### src/rtl/key_debounce_pkg.sv
// Shared types and default timing for the push-button conditioning front end.
// Defaults assume a 50 MHz system clock.
package key_debounce_pkg;

    localparam int DEF_N_KEYS            = 4;
    localparam int DEF_DEBOUNCE_CYC      = 500000;    // 10 ms
    localparam int DEF_REPEAT_DELAY_CYC  = 25000000;  // 500 ms
    localparam int DEF_REPEAT_PERIOD_CYC = 5000000;   // 100 ms

    typedef enum logic [1:0] {
        HOLD_IDLE   = 2'd0,
        HOLD_WAIT   = 2'd1,
        HOLD_REPEAT = 2'd2
    } hold_state_t;

    function automatic int max_int(input int a, input int b);
        return (a > b) ? a : b;
    endfunction

endpackage

### src/rtl/key_debounce_if.sv
// Bundle of raw key pins and the conditioned per-key level/pulse outputs.
interface key_debounce_if #(
    parameter int N_KEYS = 4
);
    logic [N_KEYS-1:0] key_in;
    logic [N_KEYS-1:0] key_level;
    logic [N_KEYS-1:0] press_pulse;
    logic [N_KEYS-1:0] release_pulse;
    logic [N_KEYS-1:0] repeat_pulse;

    modport master (
        output key_in,
        input  key_level, press_pulse, release_pulse, repeat_pulse
    );

    modport slave (
        input  key_in,
        output key_level, press_pulse, release_pulse, repeat_pulse
    );
endinterface

### src/rtl/key_debounce_ch.sv
// One key channel: two-flop synchronizer, counter debounce, and hold/auto-repeat FSM.
module key_debounce_ch
    import key_debounce_pkg::*;
#(
    parameter int ACTIVE_LOW        = 1,
    parameter int DEBOUNCE_CYC      = DEF_DEBOUNCE_CYC,
    parameter int REPEAT_DELAY_CYC  = DEF_REPEAT_DELAY_CYC,
    parameter int REPEAT_PERIOD_CYC = DEF_REPEAT_PERIOD_CYC,
    parameter bit REPEAT_EN         = 1'b1
) (
    input  logic clk,
    input  logic reset,
    input  logic key_raw,
    output logic key_level,
    output logic press_pulse,
    output logic release_pulse,
    output logic repeat_pulse
);

    localparam int DB_W = $clog2(DEBOUNCE_CYC + 1);
    localparam int RP_W = $clog2(max_int(REPEAT_DELAY_CYC, REPEAT_PERIOD_CYC) + 1);
    localparam logic PIN_RELEASED = (ACTIVE_LOW != 0);
    localparam logic [DB_W-1:0] DB_LAST    = DB_W'(DEBOUNCE_CYC - 1);
    localparam logic [RP_W-1:0] DELAY_LAST = RP_W'(REPEAT_DELAY_CYC - 1);
    localparam logic [RP_W-1:0] PERIOD_LAST = RP_W'(REPEAT_PERIOD_CYC - 1);

    logic              sync1_reg, sync2_reg;
    logic              stable_reg, stable_next;
    logic [DB_W-1:0]   db_cnt_reg, db_cnt_next;
    hold_state_t       state_reg, state_next;
    logic [RP_W-1:0]   rp_cnt_reg, rp_cnt_next;
    logic              press_reg, press_next;
    logic              release_reg, release_next;
    logic              repeat_reg, repeat_next;
    logic              s;

    assign s = (ACTIVE_LOW != 0) ? ~sync2_reg : sync2_reg;

    always_ff @(posedge clk) begin
        if (reset) begin
            sync1_reg   <= PIN_RELEASED;
            sync2_reg   <= PIN_RELEASED;
            stable_reg  <= 1'b0;
            db_cnt_reg  <= '0;
            state_reg   <= HOLD_IDLE;
            rp_cnt_reg  <= '0;
            press_reg   <= 1'b0;
            release_reg <= 1'b0;
            repeat_reg  <= 1'b0;
        end else begin
            sync1_reg   <= key_raw;
            sync2_reg   <= sync1_reg;
            stable_reg  <= stable_next;
            db_cnt_reg  <= db_cnt_next;
            state_reg   <= state_next;
            rp_cnt_reg  <= rp_cnt_next;
            press_reg   <= press_next;
            release_reg <= release_next;
            repeat_reg  <= repeat_next;
        end
    end

    always_comb begin
        stable_next  = stable_reg;
        db_cnt_next  = '0;
        state_next   = state_reg;
        rp_cnt_next  = rp_cnt_reg;
        press_next   = 1'b0;
        release_next = 1'b0;
        repeat_next  = 1'b0;

        // Any return to the stable value restarts the count from zero.
        if (s != stable_reg) begin
            if (db_cnt_reg == DB_LAST) begin
                stable_next  = s;
                press_next   = s;
                release_next = ~s;
            end else begin
                db_cnt_next = db_cnt_reg + 1'b1;
            end
        end

        case (state_reg)
            HOLD_IDLE: begin
                rp_cnt_next = '0;
                if (press_next && REPEAT_EN)
                    state_next = HOLD_WAIT;
            end
            HOLD_WAIT: begin
                if (rp_cnt_reg == DELAY_LAST) begin
                    repeat_next = 1'b1;
                    rp_cnt_next = '0;
                    state_next  = HOLD_REPEAT;
                end else begin
                    rp_cnt_next = rp_cnt_reg + 1'b1;
                end
            end
            HOLD_REPEAT: begin
                if (rp_cnt_reg == PERIOD_LAST) begin
                    repeat_next = 1'b1;
                    rp_cnt_next = '0;
                end else begin
                    rp_cnt_next = rp_cnt_reg + 1'b1;
                end
            end
            default: begin
                state_next  = HOLD_IDLE;
                rp_cnt_next = '0;
            end
        endcase

        // An accepted release wins over a repeat due on the same edge.
        if (release_next) begin
            state_next  = HOLD_IDLE;
            rp_cnt_next = '0;
            repeat_next = 1'b0;
        end
    end

    assign key_level     = stable_reg;
    assign press_pulse   = press_reg;
    assign release_pulse = release_reg;
    assign repeat_pulse  = REPEAT_EN ? repeat_reg : 1'b0;

endmodule

### src/rtl/key_debounce.sv
// Push-button front end: N_KEYS independent debounce channels behind one interface.
module key_debounce
    import key_debounce_pkg::*;
#(
    parameter int              N_KEYS            = DEF_N_KEYS,
    parameter int              ACTIVE_LOW        = 1,
    parameter int              DEBOUNCE_CYC      = DEF_DEBOUNCE_CYC,
    parameter int              REPEAT_DELAY_CYC  = DEF_REPEAT_DELAY_CYC,
    parameter int              REPEAT_PERIOD_CYC = DEF_REPEAT_PERIOD_CYC,
    parameter logic [N_KEYS-1:0] REPEAT_MASK     = 4'b0011
) (
    input  logic         clk,
    input  logic         reset,
    key_debounce_if.slave kb
);

    if (N_KEYS < 1 || DEBOUNCE_CYC < 2 || REPEAT_DELAY_CYC < 1 || REPEAT_PERIOD_CYC < 1) begin : g_param_check
        $error("key_debounce: illegal parameters (N_KEYS>=1, DEBOUNCE_CYC>=2, repeat params>=1)");
    end

    logic [N_KEYS-1:0] level_w;
    logic [N_KEYS-1:0] press_w;
    logic [N_KEYS-1:0] release_w;
    logic [N_KEYS-1:0] repeat_w;

    genvar gi;
    for (gi = 0; gi < N_KEYS; gi++) begin : g_ch
        key_debounce_ch #(
            .ACTIVE_LOW        (ACTIVE_LOW),
            .DEBOUNCE_CYC      (DEBOUNCE_CYC),
            .REPEAT_DELAY_CYC  (REPEAT_DELAY_CYC),
            .REPEAT_PERIOD_CYC (REPEAT_PERIOD_CYC),
            .REPEAT_EN         (REPEAT_MASK[gi])
        ) u_ch (
            .clk           (clk),
            .reset         (reset),
            .key_raw       (kb.key_in[gi]),
            .key_level     (level_w[gi]),
            .press_pulse   (press_w[gi]),
            .release_pulse (release_w[gi]),
            .repeat_pulse  (repeat_w[gi])
        );
    end

    assign kb.key_level     = level_w;
    assign kb.press_pulse   = press_w;
    assign kb.release_pulse = release_w;
    assign kb.repeat_pulse  = repeat_w;

endmodule

### src/flat_wrapper.sv
// flat-port wrapper written by rule: the top's interface ports become plain ports
module key_debounce_flat import key_debounce_pkg::*;
#(
    parameter int              N_KEYS            = DEF_N_KEYS,
    parameter int              ACTIVE_LOW        = 1,
    parameter int              DEBOUNCE_CYC      = DEF_DEBOUNCE_CYC,
    parameter int              REPEAT_DELAY_CYC  = DEF_REPEAT_DELAY_CYC,
    parameter int              REPEAT_PERIOD_CYC = DEF_REPEAT_PERIOD_CYC,
    parameter logic [N_KEYS-1:0] REPEAT_MASK     = 4'b0011
)
  (clk, reset, kb_key_in, kb_key_level, kb_press_pulse, kb_release_pulse, kb_repeat_pulse);
  key_debounce_if #(.N_KEYS(N_KEYS)) kb_i ();
  input  logic clk;
  input  logic reset;
  input wire logic [$bits(kb_i.key_in)-1:0] kb_key_in;
  output wire logic [$bits(kb_i.key_level)-1:0] kb_key_level;
  output wire logic [$bits(kb_i.press_pulse)-1:0] kb_press_pulse;
  output wire logic [$bits(kb_i.release_pulse)-1:0] kb_release_pulse;
  output wire logic [$bits(kb_i.repeat_pulse)-1:0] kb_repeat_pulse;
  assign kb_i.key_in = kb_key_in;
  assign kb_key_level = kb_i.key_level;
  assign kb_press_pulse = kb_i.press_pulse;
  assign kb_release_pulse = kb_i.release_pulse;
  assign kb_repeat_pulse = kb_i.repeat_pulse;
  key_debounce #(.N_KEYS(N_KEYS), .ACTIVE_LOW(ACTIVE_LOW), .DEBOUNCE_CYC(DEBOUNCE_CYC), .REPEAT_DELAY_CYC(REPEAT_DELAY_CYC), .REPEAT_PERIOD_CYC(REPEAT_PERIOD_CYC), .REPEAT_MASK(REPEAT_MASK)) u_core (.clk(clk), .reset(reset), .kb(kb_i));
endmodule
### config.mk
export PLATFORM = sky130hd
export DESIGN_NAME = key_debounce_flat
export DESIGN_NICKNAME = d
export VERILOG_FILES = /design/src/rtl/key_debounce_pkg.sv /design/src/rtl/key_debounce_if.sv /design/src/rtl/key_debounce_ch.sv /design/src/rtl/key_debounce.sv /design/src/flat_wrapper.sv
export SDC_FILE = /design/constraint.sdc
export NUM_CORES = 1
export LEC_CHECK = 0
export BUFFER_PORTS_ARGS = -buffer_cell sky130_fd_sc_hd__buf_2
export CAP_MARGIN = 20
export CORE_MARGIN = 10
export CORE_UTILIZATION = 61
export CTS_BUF_LIST = sky130_fd_sc_hd__clkbuf_8
export DETAILED_ROUTE_END_ITERATION = 6
export PLACE_DENSITY = 0.89
export SLEW_MARGIN = 20
export SYNTH_ARGS = -nofsm -noshare
export SYNTH_HDL_FRONTEND = slang
export SYNTH_SLANG_ARGS = --single-unit
### constraint.sdc
create_clock -name clk -period 2.3 [get_ports clk]
set_input_delay 0.23 -clock clk [delete_from_list [all_inputs] [get_ports clk]]
set_output_delay 0.23 -clock clk [all_outputs]
set_load 0.02 [all_outputs]
* Word-level counts from Yosys, hierarchy flattened
Index checks and enable logic that the tools add are counted.
Word-level totals: logic and storage cells 110, register bits 152, input port bits 6
Cells by class: bitwise gates (word level) 12, equality and inequality tests 20, add/sub/neg operators 6, reduce and logical (&&, ||, !) cells 16, muxes and demuxes 26
Operators with widths (count):
- $mux W25 | 4
- $pmux W25 S2 | 2
- $add A19 B1 Y19 const B | 4
- $eq A19 B19 Y1 const B | 4
- $add A25 B1 Y25 const B | 2
- $eq A25 B23 Y1 const B | 2
- $eq A25 B25 Y1 const B | 2
- $reduce_or A3 Y1 | 6
- $mux W1 | 12
- $not A1 Y1 | 12
- $pmux W2 S3 | 2
- $mux W2 | 4
- $ne A2 B2 Y1 const B | 4
- $reduce_and A2 Y1 | 4
- $reduce_and A3 Y1 | 2
- $eq A2 B1 Y1 const B | 2
- $eq A2 B2 Y1 const B | 2
- $logic_not A2 Y1 | 2
- $ne A1 B1 Y1 | 4
- $pmux W1 S2 | 2
- $reduce_or A2 Y1 | 2

* Logic depth before layout (Yosys ltp)
depth after elaboration 5, mapped depth 8, mapped depth without buffers 7

* Hierarchy
Synthesis repeated with hierarchy kept, for this count alone.
Unflattened totals: cell total of the unflattened synthesis 770, area total of the unflattened synthesis 6856.6 um2
Modules (own cells, without submodules):
- key_debounce_ch (u_core.g_ch[1].u_ch) | area an instance 2348.5 um2, times used 1, cells each 271
- key_debounce_ch (u_core.g_ch[0].u_ch) | area an instance 2311.0 um2, times used 1, cells each 261
- key_debounce_ch (u_core.g_ch[2].u_ch ...) | area an instance 1098.6 um2, times used 2, cells each 119

* Worst setup path after synthesis
OpenSTA, ideal clock, no wires.
path kind reg2reg, start point register u_core.g_ch[0].u_ch.rp_cnt_reg[16], end point register u_core.g_ch[0].u_ch.rp_cnt_reg[7], slack 0.328 ns, stages on the path, launching flop included 7, required time 2.185 ns, arrival 1.857 ns, setup time 0.115 ns, path through dfxtp_1 > or4_1 > or4_1 > o21a_1 > o211ai_4 > buf_6 > nor2_1
Between the ends: longest elaborated chain between the ends 3, elaborated cells between the ends (all ways) 5, classes of those cells eq/ne: 2; mux: 3
Ends and longest elaborated chain:
- start, declared | line key_debounce_ch.sv:31 | logic [RP_W-1:0] rp_cnt_reg, rp_cnt_next;
- start signal, assigned | line key_debounce_ch.sv:56 | rp_cnt_reg <= rp_cnt_next;
- $eq A25 B23 Y1 or $eq A25 B25 Y1 (tied branches) | line key_debounce_ch.sv:99, key_debounce_ch.sv:90
- $mux W25 (on tied branches) | line key_debounce_ch.sv:99, key_debounce_ch.sv:90
- $pmux W25 S2 (*) | line key_debounce_ch.sv:83 | case (state_reg)
Mark *: on every way between the ends. The rest lies on a longest branch, timed or not. A chain may end at the register's enable or synchronous reset.

* Final worst setup path
start point register u_core.g_ch[0].u_ch.db_cnt_reg[8], end point register u_core.g_ch[0].u_ch.rp_cnt_reg[20]
Between the ends: longest elaborated chain between the ends 4
Ends and longest elaborated chain:
- start, declared | line key_debounce_ch.sv:29 | logic [DB_W-1:0] db_cnt_reg, db_cnt_next;
- start signal, assigned | line key_debounce_ch.sv:54 | db_cnt_reg <= db_cnt_next;
- $eq A19 B19 Y1 | line key_debounce_ch.sv:74 | if (db_cnt_reg == DB_LAST) begin
- $mux W1 | line key_debounce_ch.sv:74
- $mux W1 | line key_debounce_ch.sv:73 | if (s != stable_reg) begin
- $reduce_or A2 Y1 (no source line)
No other way between the ends.

==> flow_summary.json <==
{
  "ant_nets": 0,
  "layout-area-overhead-vs-synth_pct": 7.86,
  "fp.coreArea_um2": 10900,
  "io_pins": 22,
  "cts_num_sinks": 152,
  "vias_per_cell": 5.49,
  "dp_hpwl_mm": 8.75,
  "critPathLaunchType": "flip-flop",
  "yosysTopAreaCell": "dfxtp_1",
  "die_y_um": 126,
  "synth_top_area_share_pct": 44.8,
  "dr.pass1.iters": 5,
  "grt_pass1_wl_mm": 21.9,
  "cpMaxStageDelayCell": "or4b_1",
  "gr-usage-all-layers_pct": 16.2,
  "diodes": 0,
  "crit_path_cell_trace": "or4b_1, nor3_1, a41oi_1, o211ai_4, buf_12, nor2_1",
  "start_util_pct": 62.4,
  "place_area_um2": 6970,
  "power.density_nw_per_um2": 598,
  "cts.repair.resized": 0,
  "wl_per_cell_um": 13.3,
  "skew_ns": 0.0115,
  "syn-cell-area_um2": 6800,
  "layout_common_cells": "nor2_1, dfxtp_1, xnor2_1",
  "synth_cells": 786,
  "fill_cells": 838,
  "yosysWarnings": 0,
  "max_stage_delay_ns": 0.46,
  "syn_area_per_cell_um2": 8.65,
  "num_vias": 5252,
  "synthTopCellsByArea": "dfxtp_1, nor2_1, xnor2_1, xor2_1, nand3_1",
  "antenna_found_initial": 0,
  "clk_path_buf_depth": 2,
  "grt_max_degree": 26,
  "fin_crit_sh_pct": 96.1,
  "period_minus_slack_ns": 2.21,
  "synth-edff-count": 0,
  "rows": 38,
  "grt_overflow": 0,
  "largest_reg_flops": 76,
  "grt_pass1_vias": 4914,
  "synth_seq_cells": 152,
  "worst_pin_slew_ns": 0.661,
  "vdd_drop_max_v": 0.000555,
  "yosysSeqAreaShare_pct": 44.8,
  "drc": 0,
  "leakage_nw": 2.34,
  "path_class": "reg2reg",
  "ys_types": 51,
  "timing.fmax_mhz": 452,
  "outcome": "finished, final reports clean",
  "drive_above_1_share_pct": 8.81,
  "slew_headroom_pct": 55.4,
  "async_reset_ff_share_pct": 0,
  "port-buffer-count": 19,
  "worstPathRequired_ns": 2.63,
  "clkLatencyLatePin_ns": 0.44,
  "fin_hold_ws_ns": 0.134,
  "rsz0062_at_grt": "no",
  "cp-end-kind": "flip-flop",
  "cts_tree": "done",
  "postCtsSetupBuffers": 0,
  "final.setup.tns_ns": 0,
  "cap_viol_max_count": 0,
  "htree_levels": 4,
  "drt_iter0_markers": 416,
  "hold_violations": 0,
  "setup_viol": 0,
  "cts_root_buffer": "clkbuf_8",
  "cts_buffers": 17,
  "final_max_slew_viol_count": 0,
  "hold_class": "in2reg",
  "critPathMaxFanout": 25,
  "final_area_um2": 7330,
  "dieArea_um2": 15800,
  "layout.nets": 824,
  "wirelength_mm": 12.7,
  "synth_top_flop_cell": "dfxtp_1",
  "gp_congestion": 0.866,
  "crit_arrival_ns": 2.54,
  "clk_pin_slew_worst_paths_ns": 0.08,
  "layout_commonest_cell": "nor2_1",
  "die_x_um": 126
}
[critical path, delay by kind of cell (launching register included)]
family | cells | cell delay (ns)
AO/OA/AOI/OAI | 2 | 0.59
buffers and inverters | 1 | 0.19
flip-flops | 1 | 0.45
AND/OR/NAND/NOR | 3 | 0.87
[cells by family after synthesis]
kind of cell	count (synthesis)	share of synthesized area (%)
AND/OR/NAND/NOR	414	30.5
flip-flops	152	44.8
XOR/XNOR	114	14.7
buffers and inverters	64	4.75
AO/OA/AOI/OAI	27	2.78
adder cells (fa/ha/maj)	12	2.21
multiplexers	2	0.294
other	1	0.0552
[per-stage QoR]
step | setup slack [ns] | util [%] | cells | total power, W
detailed placement | 0.165 | 64.1 | 923 | 0.00277
finish | 0.0897 | 67.4 | 957 | 0.00438
CTS | 0.118 | 67.4 | 957 | 0.00442
global placement | 0.288 | 64.1 | 923 | 0.00277
global route | 0.00182 | 67.4 | 957 | 0.00455
floorplan | 0.328 | - | 787 | 0.00275
[Yosys cell counts, drive strengths merged (2+ instances only)]
master / count
a21oi: 9
a211oi: 2
or2: 14
nor4: 12
and4b: 2
and4: 10
or3: 5
nand4bb: 2
xnor2: 59
clkbuf: 9
nand2b: 2
nand4: 31
o21ai: 5
and2: 3
nor4b: 8
buf: 26
a22oi: 2
nand2: 46
xor2: 55
dfxtp: 152
nor4bb: 6
nor2: 165
or4: 4
ha: 12
o21a: 2
mux2i: 2
nand4b: 2
nand3: 53
nor3: 29
and3: 13
or4b: 2
inv: 29
[path summary, 6_finish.rpt]
kind         slack [ns]  depth (start not counted)                               from                            endpoint
min reg2reg        0.41                          1      u_core.g_ch[1].u_ch.sync1_reg       u_core.g_ch[1].u_ch.sync2_reg
max reg2reg        0.09                          6  u_core.g_ch[0].u_ch.db_cnt_reg[8]  u_core.g_ch[0].u_ch.rp_cnt_reg[20]
max                0.09                          6  u_core.g_ch[0].u_ch.db_cnt_reg[8]  u_core.g_ch[0].u_ch.rp_cnt_reg[20]
min                0.13                          2                              reset       u_core.g_ch[0].u_ch.key_level
[timing repair]
item                                    in CTS  in global routing
endpoints found under the hold margin        4                  0
endpoints found under the setup margin       0                  0
hold buffers                                 4                  0
[area by class of cell]
cell class	instances	area [um2]	share of cell area (%)
clock buffer	20	275	3.75
clock inverter	10	43.8	0.597
inverter	29	109	1.48
multi-input combinational	571	3440	46.9
sequential	152	3040	41.5
tap	140	175	2.39
timing repair buffer	35	250	3.41
[power breakdown]
group	internal (W)	total, W	switching [W]
combinational	0.0000288	0.0000726	0.0000439
sequential	0.00264	0.00265	0.00000762
clock	0.000787	0.00166	0.000876
[routing by layer]
layer | share of wire [%] | vias to the layer above | wire, um | GRT usage (%)
li1 | - | 2681 | - | -
met1 | 47 | 2447 | 6020 | 19.9
met2 | 47 | 111 | 5920 | 26.0
met3 | 4.8 | 13 | 609 | 5.45
met4 | 1.1 | 0 | 139 | 5.28
met5 | 0 | - | 0 | 0
No activity file was read; power rests on OpenSTA's default activity.
